## src/rtl/zap_wb_arb_pkg.sv

```systemverilog
// zap_wb_arb_pkg: shared types and Wishbone CTI codes for the round-robin arbiter
package zap_wb_arb_pkg;
  typedef enum logic [1:0] {IDLE, BUSY, GAP} state_t;
  localparam logic [2:0] CTI_CLASSIC = 3'b000;
  localparam logic [2:0] CTI_INCR    = 3'b010;
  localparam logic [2:0] CTI_EOB     = 3'b111;
endpackage

```

## src/rtl/zap_rr_pick.sv

```systemverilog
// zap_rr_pick: rotate-priority encoder, first requester after last_ptr wins
module zap_rr_pick #(
  parameter int N  = 4,
  parameter int PW = $clog2(N)
) (
  input  logic [N-1:0]  req,
  input  logic [PW-1:0] last_ptr,
  output logic [N-1:0]  win,
  output logic          valid
);
  logic [PW-1:0] idx;
  // scan from farthest to nearest so the nearest requester overwrites last
  always_comb begin
    win = '0;
    idx = '0;
    for (int i = N; i >= 1; i--) begin
      idx = PW'((int'(last_ptr) + i) % N);
      if (req[idx]) win = N'(1) << idx;
    end
  end
  assign valid = |req;
endmodule

```

## src/rtl/zap_wb_rr_arbiter.sv

```systemverilog
// zap_wb_rr_arbiter: burst-aware round-robin Wishbone arbiter with ack watchdog
module zap_wb_rr_arbiter
  import zap_wb_arb_pkg::*;
#(
  parameter int NUM_MASTERS    = 4,
  parameter int TIMEOUT_CYCLES = 255
) (
  input  logic                      i_clk,
  input  logic                      i_reset,
  input  logic [NUM_MASTERS-1:0]    i_m_wb_cyc,
  input  logic [NUM_MASTERS-1:0]    i_m_wb_stb,
  input  logic [NUM_MASTERS-1:0]    i_m_wb_wen,
  input  logic [4*NUM_MASTERS-1:0]  i_m_wb_sel,
  input  logic [32*NUM_MASTERS-1:0] i_m_wb_dat,
  input  logic [32*NUM_MASTERS-1:0] i_m_wb_adr,
  input  logic [3*NUM_MASTERS-1:0]  i_m_wb_cti,
  output logic [NUM_MASTERS-1:0]    o_m_wb_ack,
  output logic [31:0]               o_m_wb_dat,
  output logic                      o_wb_cyc,
  output logic                      o_wb_stb,
  output logic                      o_wb_wen,
  output logic [3:0]                o_wb_sel,
  output logic [31:0]               o_wb_dat,
  output logic [31:0]               o_wb_adr,
  output logic [2:0]                o_wb_cti,
  input  logic                      i_wb_ack,
  input  logic [31:0]               i_wb_dat,
  output logic [NUM_MASTERS-1:0]    o_grant,
  output logic                      o_timeout
);
  localparam int N  = NUM_MASTERS;
  localparam int PW = $clog2(N);
  localparam int CW = (TIMEOUT_CYCLES > 1) ? $clog2(TIMEOUT_CYCLES) : 1;
  state_t        state, state_n;
  logic [N-1:0]  grant, grant_n, win;
  logic [PW-1:0] last_ptr, ptr_n, widx;
  logic [CW-1:0] cnt, cnt_n;
  logic          valid, tmo_n, done, dropped, expired;
  zap_rr_pick #(.N(N), .PW(PW)) u_pick (
    .req(i_m_wb_cyc & i_m_wb_stb), .last_ptr(last_ptr), .win(win), .valid(valid)
  );
  always_comb begin
    widx = '0;
    for (int k = 0; k < N; k++) if (win[k]) widx = PW'(k);
  end
  // grant is zero outside BUSY, so the AND-OR mux idles the bus by itself
  always_comb begin
    o_wb_cyc = 1'b0;
    o_wb_stb = 1'b0;
    o_wb_wen = 1'b0;
    o_wb_sel = '0;
    o_wb_dat = '0;
    o_wb_adr = '0;
    o_wb_cti = '0;
    for (int k = 0; k < N; k++) begin
      o_wb_cyc = o_wb_cyc | (grant[k] & i_m_wb_cyc[k]);
      o_wb_stb = o_wb_stb | (grant[k] & i_m_wb_stb[k]);
      o_wb_wen = o_wb_wen | (grant[k] & i_m_wb_wen[k]);
      o_wb_sel = o_wb_sel | ({4{grant[k]}} & i_m_wb_sel[4*k+:4]);
      o_wb_dat = o_wb_dat | ({32{grant[k]}} & i_m_wb_dat[32*k+:32]);
      o_wb_adr = o_wb_adr | ({32{grant[k]}} & i_m_wb_adr[32*k+:32]);
      o_wb_cti = o_wb_cti | ({3{grant[k]}} & i_m_wb_cti[3*k+:3]);
    end
  end
  assign o_grant    = grant;
  assign o_m_wb_ack = grant & {N{i_wb_ack}};
  assign o_m_wb_dat = i_wb_dat;
  assign done    = i_wb_ack && (o_wb_cti == CTI_CLASSIC || o_wb_cti == CTI_EOB);
  assign dropped = !(|(grant & i_m_wb_cyc));
  assign expired = (TIMEOUT_CYCLES != 0) && !i_wb_ack && cnt == CW'(TIMEOUT_CYCLES - 1);
  always_comb begin
    state_n = state;
    grant_n = grant;
    ptr_n   = last_ptr;
    cnt_n   = cnt;
    tmo_n   = 1'b0;
    if (state == IDLE) begin
      if (valid) begin
        state_n = BUSY;
        grant_n = win;
        ptr_n   = widx;
        cnt_n   = '0;
      end
    end else if (state == BUSY) begin
      cnt_n = i_wb_ack ? '0 : cnt + CW'(1);
      if (done || dropped || expired) begin
        state_n = GAP;
        grant_n = '0;
        tmo_n   = !done && !dropped;
      end
    end else begin
      state_n = IDLE;
    end
  end
  always_ff @(posedge i_clk) begin
    if (i_reset) begin
      state     <= IDLE;
      grant     <= '0;
      last_ptr  <= PW'(N - 1);
      cnt       <= '0;
      o_timeout <= 1'b0;
    end else begin
      state     <= state_n;
      grant     <= grant_n;
      last_ptr  <= ptr_n;
      cnt       <= cnt_n;
      o_timeout <= tmo_n;
    end
  end
endmodule

```

## config.mk

```make
export PLATFORM = sky130hd
export DESIGN_NAME = zap_wb_rr_arbiter
export DESIGN_NICKNAME = d
export VERILOG_FILES = /design/src/rtl/zap_wb_arb_pkg.sv /design/src/rtl/zap_rr_pick.sv /design/src/rtl/zap_wb_rr_arbiter.sv
export SDC_FILE = /design/constraint.sdc
export NUM_CORES = 1
export LEC_CHECK = 0
export CAP_MARGIN = 20
export CORE_AREA = 2 2 175 177
export CTS_CLUSTER_DIAMETER = 50
export DETAILED_ROUTE_END_ITERATION = 7
export DIE_AREA = 0 0 177 179
export PLACE_DENSITY_LB_ADDON = 0.1
export REMOVE_ABC_BUFFERS = 1
export SLEW_MARGIN = 20
export SYNTH_ARGS = -nofsm -noshare
export SYNTH_HDL_FRONTEND = slang
export SYNTH_SLANG_ARGS = --single-unit
```

## constraint.sdc

```tcl
create_clock -name i_clk -period 6.7 [get_ports i_clk]
set_clock_uncertainty 0.05 [all_clocks]
set_input_delay 1.34 -clock i_clk [delete_from_list [all_inputs] [get_ports i_clk]]
set_output_delay 1.34 -clock i_clk [all_outputs]
set_load 0.02 [all_outputs]
```

==> results of run 1 <==
==> logic make-up (layout without fill, tap and decap cells) <==
logic type / Yosys count / after routing / share of synthesized area (%)
AO/OA/AOI/OAI: 177 / 177 / 45.03
XOR/XNOR: 6 / 6 / 1.771
adder cells (fa/ha/maj): 10 / 10 / 4.216
buffers and inverters: 70 / 394 / 12.90
flip-flops: 17 / 17 / 11.47
multiplexers: 5 / 5 / 3.415
AND/OR/NAND/NOR: 139 / 139 / 21.21
==> layer usage <==
metal  track usage [%]  share of wire (%)
met4            0.9986               0.27
met5            0.4808                  0
met1             17.55                 40
met2             26.39                 51
met3             4.835                9.4
==> synthesized netlist by cell type, types with 3 or more instances <==
cell | n | area (um2)
sky130_fd_sc_hd__a22oi_1 | 149 | 1119
sky130_fd_sc_hd__nand2_1 | 84 | 315.3
sky130_fd_sc_hd__buf_4 | 32 | 240.2
sky130_fd_sc_hd__clkbuf_1 | 29 | 108.9
sky130_fd_sc_hd__dfxtp_1 | 17 | 340.3
sky130_fd_sc_hd__nor2_1 | 14 | 52.55
sky130_fd_sc_hd__nand3_1 | 12 | 60.06
sky130_fd_sc_hd__ha_1 | 10 | 125.1
sky130_fd_sc_hd__and2_1 | 7 | 43.79
sky130_fd_sc_hd__a21oi_1 | 5 | 25.02
sky130_fd_sc_hd__buf_1 | 4 | 15.01
sky130_fd_sc_hd__inv_1 | 4 | 15.01
sky130_fd_sc_hd__mux4_2 | 4 | 90.09
sky130_fd_sc_hd__xor2_1 | 4 | 35.03
sky130_fd_sc_hd__a22o_1 | 3 | 26.28
sky130_fd_sc_hd__and3_1 | 3 | 18.77
sky130_fd_sc_hd__nand4_1 | 3 | 18.77
sky130_fd_sc_hd__nor4_1 | 3 | 18.77
==> worst max-delay path, cell delays in order <==
cell	delay, ps
sky130_fd_sc_hd__clkdlybuf4s50_1	570
sky130_fd_sc_hd__a22oi_1	120
sky130_fd_sc_hd__nand2_1	250
sky130_fd_sc_hd__clkdlybuf4s50_1	660
==> state kept, by name, indices dropped and copies added, names as in the netlist <==
name / flops
o_timeout: 1
o_grant: 4
cnt: 8
last_ptr: 2
state: 2
==> how the worst max path moves through the flow <==
stage / slack (ps) / to / cells past startpoint
3_5_place_dp: 2370 / o_wb_cyc / 4
3_3_place_gp: 2350 / o_wb_cyc / 4
5_1_grt: 2300 / o_wb_cyc / 4
2_1_floorplan: 3170 / o_wb_cti[1] / 2
4_1_cts: 2350 / o_wb_cyc / 4
6_report: 2360 / o_wb_cyc / 4
==> final cells by class <==
| cell class | instances | area, um2 |
|---|---|---|
| tap | 396 | 495.5 |
| fill | 3296 | 22990 |
| multi-input combinational | 337 | 2245 |
| inverter | 5 | 18.77 |
| timing repair buffer | 385 | 3844 |
| sequential | 17 | 355.3 |
| clock inverter | 1 | 5.005 |
| clock buffer | 3 | 75.07 |
==> where the power goes <==
part           internal [uW]  leakage, uW  switching (uW)
Clock                   80.0    0.0000409            43.4
Sequential               128     0.000142             200
Combinational           1010      0.00243            1130
==> through the flow <==
step | utilization (%) | instance area [um2] | total power [uW] | cells | setup slack [ps]
5_1_grt | 23.44 | 7038 | 2753 | 1144 | 2301
3_5_place_dp | 23.17 | 6958 | 2506 | 1140 | 2366
6_report | 23.44 | 7038 | 2585 | 1144 | 2363
3_3_place_gp | 23.17 | 6958 | 2531 | 1140 | 2354
4_1_cts | 23.44 | 7038 | 2645 | 1144 | 2351
2_1_floorplan | - | 2604 | 1262 | 359 | 3173
==> flow_metrics.env, run 1 <==
export IMPL_post_drt_via_cell_ratio=4.125
export IMPL_synth_enable_flop_cells=0
export IMPL_num_nets_final=1090
export IMPL_remaining_max_slew_budget_at_the_tightest_pin_pct=51.45
export IMPL_dp_hpwl_um=20800
export IMPL_clock_fmax_mhz=230.6
export IMPL_yosysUniqueCellTypes=45
export IMPL_diodes=0
export IMPL_dominantRegCellSynth="sky130_fd_sc_hd__dfxtp_1"
export IMPL_htreeDepth=1
export IMPL_firstDrtPassIters=4
export IMPL_crit_path_start="i_m_wb_cyc[2]"
export IMPL_fin_crit_ps=4337
export IMPL_insertion_delay_ps=250
export IMPL_maximum_number_of_pins_on_one_net_before_global_route_repair=50
export IMPL_number_of_max_slew_violations_in_the_final_report=0
export IMPL_crit_arrival_ps=2950
export IMPL_worst_slew_pin_transition_ps=728.3
export IMPL_wl_per_cell_um=22.74
export IMPL_holdWs_ps=413.8
export IMPL_detailroute_via_count=4719
export IMPL_synthesis_yosys_warnings=0
export IMPL_critical_path_required_ps=5310
export IMPL_resized_after_cts=0
export IMPL_synth_sequential_area_ratio_pct=11.47
export IMPL_initial_cell_density_of_the_core_pct=9.883
export IMPL_post_route_cells_drive_above_1_share_pct=2.941
export IMPL_core_area_mm2=0.03003
export IMPL_setup_cp_type="in -> out"
export IMPL_r2r_start="last_ptr[1]"
export IMPL_gr_usage_all_layers_pct=14.67
export IMPL_layout_cells_most_common="sky130_fd_sc_hd__clkdlybuf4s50_1"
export IMPL_cts_sink_count=17
export IMPL_mappedNetlistArea_mm2=0.002968
export IMPL_routabilityCongestion=0.7414
export IMPL_floorplan_die_area_mm2=0.03168
export IMPL_p_per_area_mw_per_mm2=367.4
export IMPL_worst_setup_hold_path_clk_slew_ps=60
export IMPL_clock_root_buffer="sky130_fd_sc_hd__clkbuf_16"
export IMPL_detail_route_wirelength_um=26020
export IMPL_drtAntennaViolNets=0
export IMPL_die_x_um=177
export IMPL_cts_buffers=3
export IMPL_whs_endpoint="cnt[7]"
export IMPL_rows=64
export IMPL_leakage_uw=0.002611
export IMPL_ioPinCount=446
export IMPL_cts_hold_fix_buffers=0
export IMPL_drv_cap=0
export IMPL_status="completed"
export IMPL_rsz_0062_raised_after_global_routing="false"
export IMPL_grt_pass1_wl_um=34170
export IMPL_syn_area_cell_um2=7.000
export IMPL_end_of_the_worst_register_to_register_path="last_ptr[0]"
export IMPL_min_delay_path_class="reg -> reg"
export IMPL_fin_setup_tns_ps=0
export IMPL_finalHoldViolations=0
export IMPL_hold_depth=2
export IMPL_setup_viol_count_final=0
export IMPL_gr_total_overflow=0
export IMPL_regToRegSetupSlack_ps=3880
export IMPL_floorplan_die_height_um=179
export IMPL_period_share_pct=64.73
export IMPL_ys_seq_elements=17
export IMPL_port_buffers=381
export IMPL_hold_start="cnt[7]"
export IMPL_highest_count_cells_in_the_layout_ignoring_fill_and_taps="sky130_fd_sc_hd__clkdlybuf4s50_1, sky130_fd_sc_hd__a22oi_1, sky130_fd_sc_hd__nand2_1"
export IMPL_grt_pass1_vias=4648
export IMPL_worst_setup_path_start_kind="primary input"
export IMPL_drt_iter0_drc=206
export IMPL_worst_setup_path_end_kind="primary output"
export IMPL_clk_path_buf_depth=2
export IMPL_synth_async_reset_ratio_pct=0
export IMPL_clock_tree_from_tritoncts="built"
export IMPL_grt_antenna_before_repair=0
export IMPL_synthToLayoutAreaGrowth_pct=137.1
export IMPL_vdd_ir_drop_max_v=0.0001815
export IMPL_post_cts_repair_setup_buffers=0
export IMPL_drc_errors=0
export IMPL_worst_r2r_cell_count=6
export IMPL_synthesis_instances=424
export IMPL_path_max_fanout=5
No activity file was read; power rests on OpenSTA's default activity.
==> run 2, diff against run 1 <==
--- a/config.mk
+++ b/config.mk
@@ -6,10 +6,10 @@
 export NUM_CORES = 1
 export LEC_CHECK = 0
 export CAP_MARGIN = 20
-export CORE_AREA = 2 2 175 177
+export CORE_AREA = 2 2 174 176
 export CTS_CLUSTER_DIAMETER = 50
 export DETAILED_ROUTE_END_ITERATION = 7
-export DIE_AREA = 0 0 177 179
+export DIE_AREA = 0 0 176 178
 export PLACE_DENSITY_LB_ADDON = 0.1
 export REMOVE_ABC_BUFFERS = 1
 export SLEW_MARGIN = 20
==> constraint.sdc (replaced) <==
create_clock -name i_clk -period 3.9 [get_ports i_clk]
set_clock_uncertainty 0.05 [all_clocks]
set_input_delay 0.78 -clock i_clk [delete_from_list [all_inputs] [get_ports i_clk]]
set_output_delay 0.78 -clock i_clk [all_outputs]
set_load 0.02 [all_outputs]
==> flow_metrics.env, run 2 (same netlist as run 1, synthesis figures left out) <==
export IMPL_core_area_mm2=0.02940
export IMPL_cts_hold_fix_buffers=0
export IMPL_whs_endpoint="state[0]"
export IMPL_post_place_cells=1139
export IMPL_initial_cell_density_of_the_core_pct=10.09
export IMPL_num_nets_final=1095
export IMPL_sequential_cell_area_um2=345.3
export IMPL_min_delay_path_class="reg -> reg"
export IMPL_registers_top_by_ff_count="cnt"
export IMPL_post_drt_via_cell_ratio=4.253
export IMPL_end_of_the_worst_register_to_register_path="last_ptr[0]"
export IMPL_drc_errors=0
export IMPL_detail_route_wirelength_um=26500
export IMPL_post_route_cells_drive_above_1_share_pct=3.453
export IMPL_grt_met3_usage_pct=4.923
export IMPL_p_per_area_mw_per_mm2=635.0
export IMPL_cts_buffers=3
export IMPL_grt_pass1_vias=4896
export IMPL_worst_setup_hold_path_clk_slew_ps=50
export IMPL_crit_arrival_ps=2380
export IMPL_grt_busiest_layer="met2"
export IMPL_wl_per_cell_um=23.13
export IMPL_insertion_delay_ps=250
export IMPL_clk_path_buf_depth=2
export IMPL_die_x_um=176
export IMPL_floorplan_die_area_mm2=0.03133
export IMPL_leakage_uw=0.002646
export IMPL_groute_layer_met2_usage_pct=27.94
export IMPL_ioPinCount=446
export IMPL_htreeDepth=1
export IMPL_drtAntennaViolNets=0
export IMPL_holdWs_ps=423.0
export IMPL_remaining_max_slew_budget_at_the_tightest_pin_pct=56.60
export IMPL_clock_root_buffer="sky130_fd_sc_hd__clkbuf_16"
export IMPL_firstDrtPassIters=5
export IMPL_synthToLayoutAreaGrowth_pct=139.7
export IMPL_worst_setup_path_start_kind="primary input"
export IMPL_fin_crit_ps=3214
export IMPL_setup_viol_count_final=0
export IMPL_hold_depth=1
export IMPL_rows=63
export IMPL_worst_setup_path_end_kind="primary output"
export IMPL_worst_slew_pin_transition_ps=651.0
export IMPL_finalHoldViolations=0
export IMPL_port_buffers=381
export IMPL_r2r_start="last_ptr[1]"
export IMPL_status="completed"
export IMPL_setup_cp_type="in -> out"
export IMPL_largest_register_ff_count=8
export IMPL_drv_cap=0
export IMPL_grt_pass1_wl_um=35370
export IMPL_layout_cells_most_common="sky130_fd_sc_hd__clkdlybuf4s50_1"
export IMPL_number_of_max_slew_violations_in_the_final_report=0
export IMPL_worst_r2r_cell_count=8
export IMPL_cts_sink_count=17
export IMPL_hold_start="state[0]"
export IMPL_routabilityCongestion=0.8323
export IMPL_dp_hpwl_um=21720
export IMPL_path_max_fanout=6
export IMPL_crit_path_start="i_m_wb_cyc[1]"
export IMPL_resized_after_cts=0
export IMPL_stdcell_count=1146
export IMPL_number_of_filler_instances_in_the_final_layout=3223
export IMPL_fin_setup_tns_ps=0
export IMPL_drt_iter0_drc=265
export IMPL_regToRegSetupSlack_ps=1110
export IMPL_detailroute_via_count=4874
export IMPL_vdd_ir_drop_max_v=0.0001992
export IMPL_grt_antenna_before_repair=2
export IMPL_groute_layer_met1_usage_pct=18.02
export IMPL_post_route_util_pct=24.20
export IMPL_gr_total_overflow=0
export IMPL_clock_tree_from_tritoncts="built"
export IMPL_multi_input_area_mm2=0.002245
export IMPL_period_share_pct=82.40
export IMPL_highest_count_cells_in_the_layout_ignoring_fill_and_taps="sky130_fd_sc_hd__clkdlybuf4s50_1, sky130_fd_sc_hd__a22oi_1, sky130_fd_sc_hd__nand2_1"
export IMPL_critical_path_required_ps=3070
export IMPL_maximum_number_of_pins_on_one_net_before_global_route_repair=52
export IMPL_floorplan_die_height_um=178
export IMPL_gr_usage_all_layers_pct=15.25
export IMPL_post_cts_repair_setup_buffers=0
export IMPL_clock_fmax_mhz=311.2
export IMPL_rsz_0062_raised_after_global_routing="false"
run 2: cell count changes in the layout (fill, tap and decap cells not counted), moves of 3 or more:
cell                      delta
sky130_fd_sc_hd__buf_12      +4
sky130_fd_sc_hd__diode_2     +3
sky130_fd_sc_hd__dfxtp_2     +4
sky130_fd_sc_hd__dfxtp_4     -4
run 2: critical path: stages:
cell	delay [ps]
sky130_fd_sc_hd__clkdlybuf4s50_1	610
sky130_fd_sc_hd__a22oi_1	110
sky130_fd_sc_hd__nand2_1	220
sky130_fd_sc_hd__clkdlybuf4s50_1	660
run 2: area by class of cell:
type                    instances  area share, %
diodes                          3         0.1055
clock buffers                   4          1.108
inverters                       5         0.2638
multi-input cells             337          31.55
flip-flops and latches         17          4.854
well taps                     390          6.859
repair buffers                390          55.26
run 2: worst max-delay path by stage:
stage            endpoint  slack [ps]  depth (start not counted)
2_1_floorplan  o_grant[0]         920                          6
3_3_place_gp     o_wb_cyc         670                          4
3_5_place_dp     o_wb_cyc         690                          4
4_1_cts          o_wb_cyc         680                          4
5_1_grt          o_wb_cyc         600                          4
6_report         o_wb_cyc         690                          4
run 2: layer usage:
metal | part of all wire, % | up-vias
li1 | - | 2281
met1 | 39 | 2324
met2 | 52 | 255
met3 | 8.7 | 14
met4 | 0.32 | 0
met5 | 0 | -
run 2: metrics by stage:
step                      setup slack (ps)  power (uW)  area [um2]
after floorplan                      924.2        2168        2604
after global placement               674.0        4358        7028
after detailed placement             685.8        4372        7028
after CTS                            675.5        4601        7107
after global routing                 599.4        4798        7107
final                                686.3        4518        7114
run 2: where the power goes:
| group | switching [uW] | total, uW | internal [uW] |
|---|---|---|---|
| clock | 70.4 | 209 | 139 |
| combinational | 2190 | 3990 | 1800 |
| sequential | 110 | 323 | 213 |
==> run 3, diff against run 2 <==
==> constraint.sdc (replaced) <==
create_clock -name i_clk -period 2.9 [get_ports i_clk]
set_clock_uncertainty 0.05 [all_clocks]
set_input_delay 0.58 -clock i_clk [delete_from_list [all_inputs] [get_ports i_clk]]
set_output_delay 0.58 -clock i_clk [all_outputs]
set_load 0.02 [all_outputs]
==> flow_metrics.env, run 3 (same netlist as run 1, synthesis figures left out) <==
export IMPL_post_drt_via_cell_ratio=4.261
export IMPL_ioPinCount=446
export IMPL_dpl_ws_ps=38.00
export IMPL_firstDrtPassIters=5
export IMPL_routabilityCongestion=0.8186
export IMPL_cp_common_cell="sky130_fd_sc_hd__clkdlybuf4s50_1"
export IMPL_hold_depth=1
export IMPL_worst_path_largest_cell_delay_ps=660
export IMPL_resized_after_cts=0
export IMPL_highest_count_cells_in_the_layout_ignoring_fill_and_taps="sky130_fd_sc_hd__clkdlybuf4s50_1, sky130_fd_sc_hd__a22oi_1, sky130_fd_sc_hd__nand2_1"
export IMPL_post_route_cells_drive_above_1_share_pct=4.222
export IMPL_number_of_max_slew_violations_in_the_final_report=0
export IMPL_worst_path_buf_inv=2
export IMPL_fin_crit_ps=2792
export IMPL_htreeDepth=1
export IMPL_setup_viol_count_final=0
export IMPL_wl_per_cell_um=22.64
export IMPL_drtAntennaViolNets=0
export IMPL_rows=63
export IMPL_post_place_cells=1144
export IMPL_registers_top_by_ff_count="cnt"
export IMPL_floorplan_die_height_um=178
export IMPL_worst_setup_hold_path_clk_slew_ps=50
export IMPL_num_nets_final=1100
export IMPL_die_x_um=176
export IMPL_post_route_util_pct=24.36
export IMPL_gr_total_overflow=0
export IMPL_finalHoldViolations=0
export IMPL_vdd_ir_drop_max_v=0.0002674
export IMPL_setup_cp_type="in -> out"
export IMPL_cts_hold_fix_buffers=0
export IMPL_critPathTopFamily="buffers and inverters"
export IMPL_number_of_filler_instances_in_the_final_layout=3220
export IMPL_port_buffers=381
export IMPL_grt_pass1_vias=4903
export IMPL_grt_antenna_before_repair=4
export IMPL_critical_path_required_ps=2270
export IMPL_synthToLayoutAreaGrowth_pct=141.4
export IMPL_leakage_uw=0.002675
export IMPL_status="completed"
export IMPL_detailroute_via_count=4900
export IMPL_maximum_number_of_pins_on_one_net_before_global_route_repair=56
export IMPL_path_max_fanout=5
export IMPL_critical_path_cell_chain="clkdlybuf4s50_1, a22oi_1, nand2_1, clkdlybuf4s50_1"
export IMPL_layout_cells_most_common="sky130_fd_sc_hd__clkdlybuf4s50_1"
export IMPL_cts_buffers=3
export IMPL_clock_root_buffer="sky130_fd_sc_hd__clkbuf_16"
export IMPL_floorplan_die_area_mm2=0.03133
export IMPL_clock_fmax_mhz=358.2
export IMPL_path_depth=4
export IMPL_drc_errors=0
export IMPL_period_share_pct=96.26
export IMPL_core_area_mm2=0.02940
export IMPL_largest_register_ff_count=8
export IMPL_cts_sink_count=17
export IMPL_regToRegSetupSlack_ps=280
export IMPL_worst_setup_path_start_kind="primary input"
export IMPL_worst_r2r_cell_count=8
export IMPL_worst_slew_pin_transition_ps=407.5
export IMPL_initial_cell_density_of_the_core_pct=10.09
export IMPL_clk_path_buf_depth=2
export IMPL_fin_ws_ps=108.4
export IMPL_fin_setup_tns_ps=0
export IMPL_rsz_0062_raised_after_global_routing="false"
export IMPL_critical_path_slowest_cell="sky130_fd_sc_hd__clkdlybuf4s50_1"
export IMPL_drt_iter0_drc=314
export IMPL_grt_pass1_wl_um=35480
export IMPL_p_per_area_mw_per_mm2=851.8
export IMPL_drv_cap=0
export IMPL_detail_route_wirelength_um=26040
export IMPL_min_delay_path_class="reg -> reg"
export IMPL_clock_tree_from_tritoncts="built"
export IMPL_worst_setup_path_end_kind="primary output"
export IMPL_crit_arrival_ps=2160
export IMPL_post_cts_repair_setup_buffers=0
export IMPL_insertion_delay_ps=250
export IMPL_remaining_max_slew_budget_at_the_tightest_pin_pct=72.58
export IMPL_stdcell_count=1150
export IMPL_gr_usage_all_layers_pct=15.25
export IMPL_dp_hpwl_um=21170
run 3: cell types whose count changed in the layout (fill, tap and decap cells not counted):
cell | before | now
sky130_fd_sc_hd__buf_12 | 4 | 5
sky130_fd_sc_hd__buf_4 | 5 | 9
sky130_fd_sc_hd__clkbuf_1 | 1 | 0
sky130_fd_sc_hd__clkinv_2 | 0 | 1
sky130_fd_sc_hd__diode_2 | 3 | 2
run 3: layer usage:
metal | global-route usage, % | vias up | wire length, um
met2 | 26.94 | 242 | 13270
met1 | 18.46 | 2341 | 10360
met5 | 0.4808 | - | 23
met3 | 4.881 | 22 | 2101
li1 | - | 2291 | -
met4 | 2.101 | 4 | 292
run 3: layout make-up:
| class | count | area (um2) | share of cell area (%) |
|---|---|---|---|
| timing repair buffer | 395 | 3981 | 55.58 |
| multi-input combinational | 337 | 2245 | 31.34 |
| tap | 390 | 488.0 | 6.812 |
| sequential | 17 | 345.3 | 4.821 |
| clock buffer | 3 | 75.07 | 1.048 |
| inverter | 5 | 18.77 | 0.2620 |
| clock inverter | 1 | 5.005 | 0.06987 |
| antenna | 2 | 5.005 | 0.06987 |
run 3: power breakdown:
group	total [uW]	switching (uW)	internal [uW]
Sequential	361	74.1	286
Combinational	5460	3000	2460
Clock	277	92.3	185
Total	6100	3170	2930
run 3: stage by stage:
step | hold slack (ps) | area, um2 | power (uW)
2_1_floorplan | 389.7 | 2604 | 2915
3_3_place_gp | 408.9 | 7078 | 5917
3_5_place_dp | 412.8 | 7078 | 5912
4_1_cts | 420.1 | 7158 | 6229
5_1_grt | 453.0 | 7163 | 6520
6_report | 419.9 | 7163 | 6102
run 3: final timing paths:
kind,startpoint,end
max,i_m_wb_cyc[2],o_wb_cyc
min,state[0],state[0]
max reg2reg,last_ptr[0],last_ptr[0]
min reg2reg,state[0],state[0]
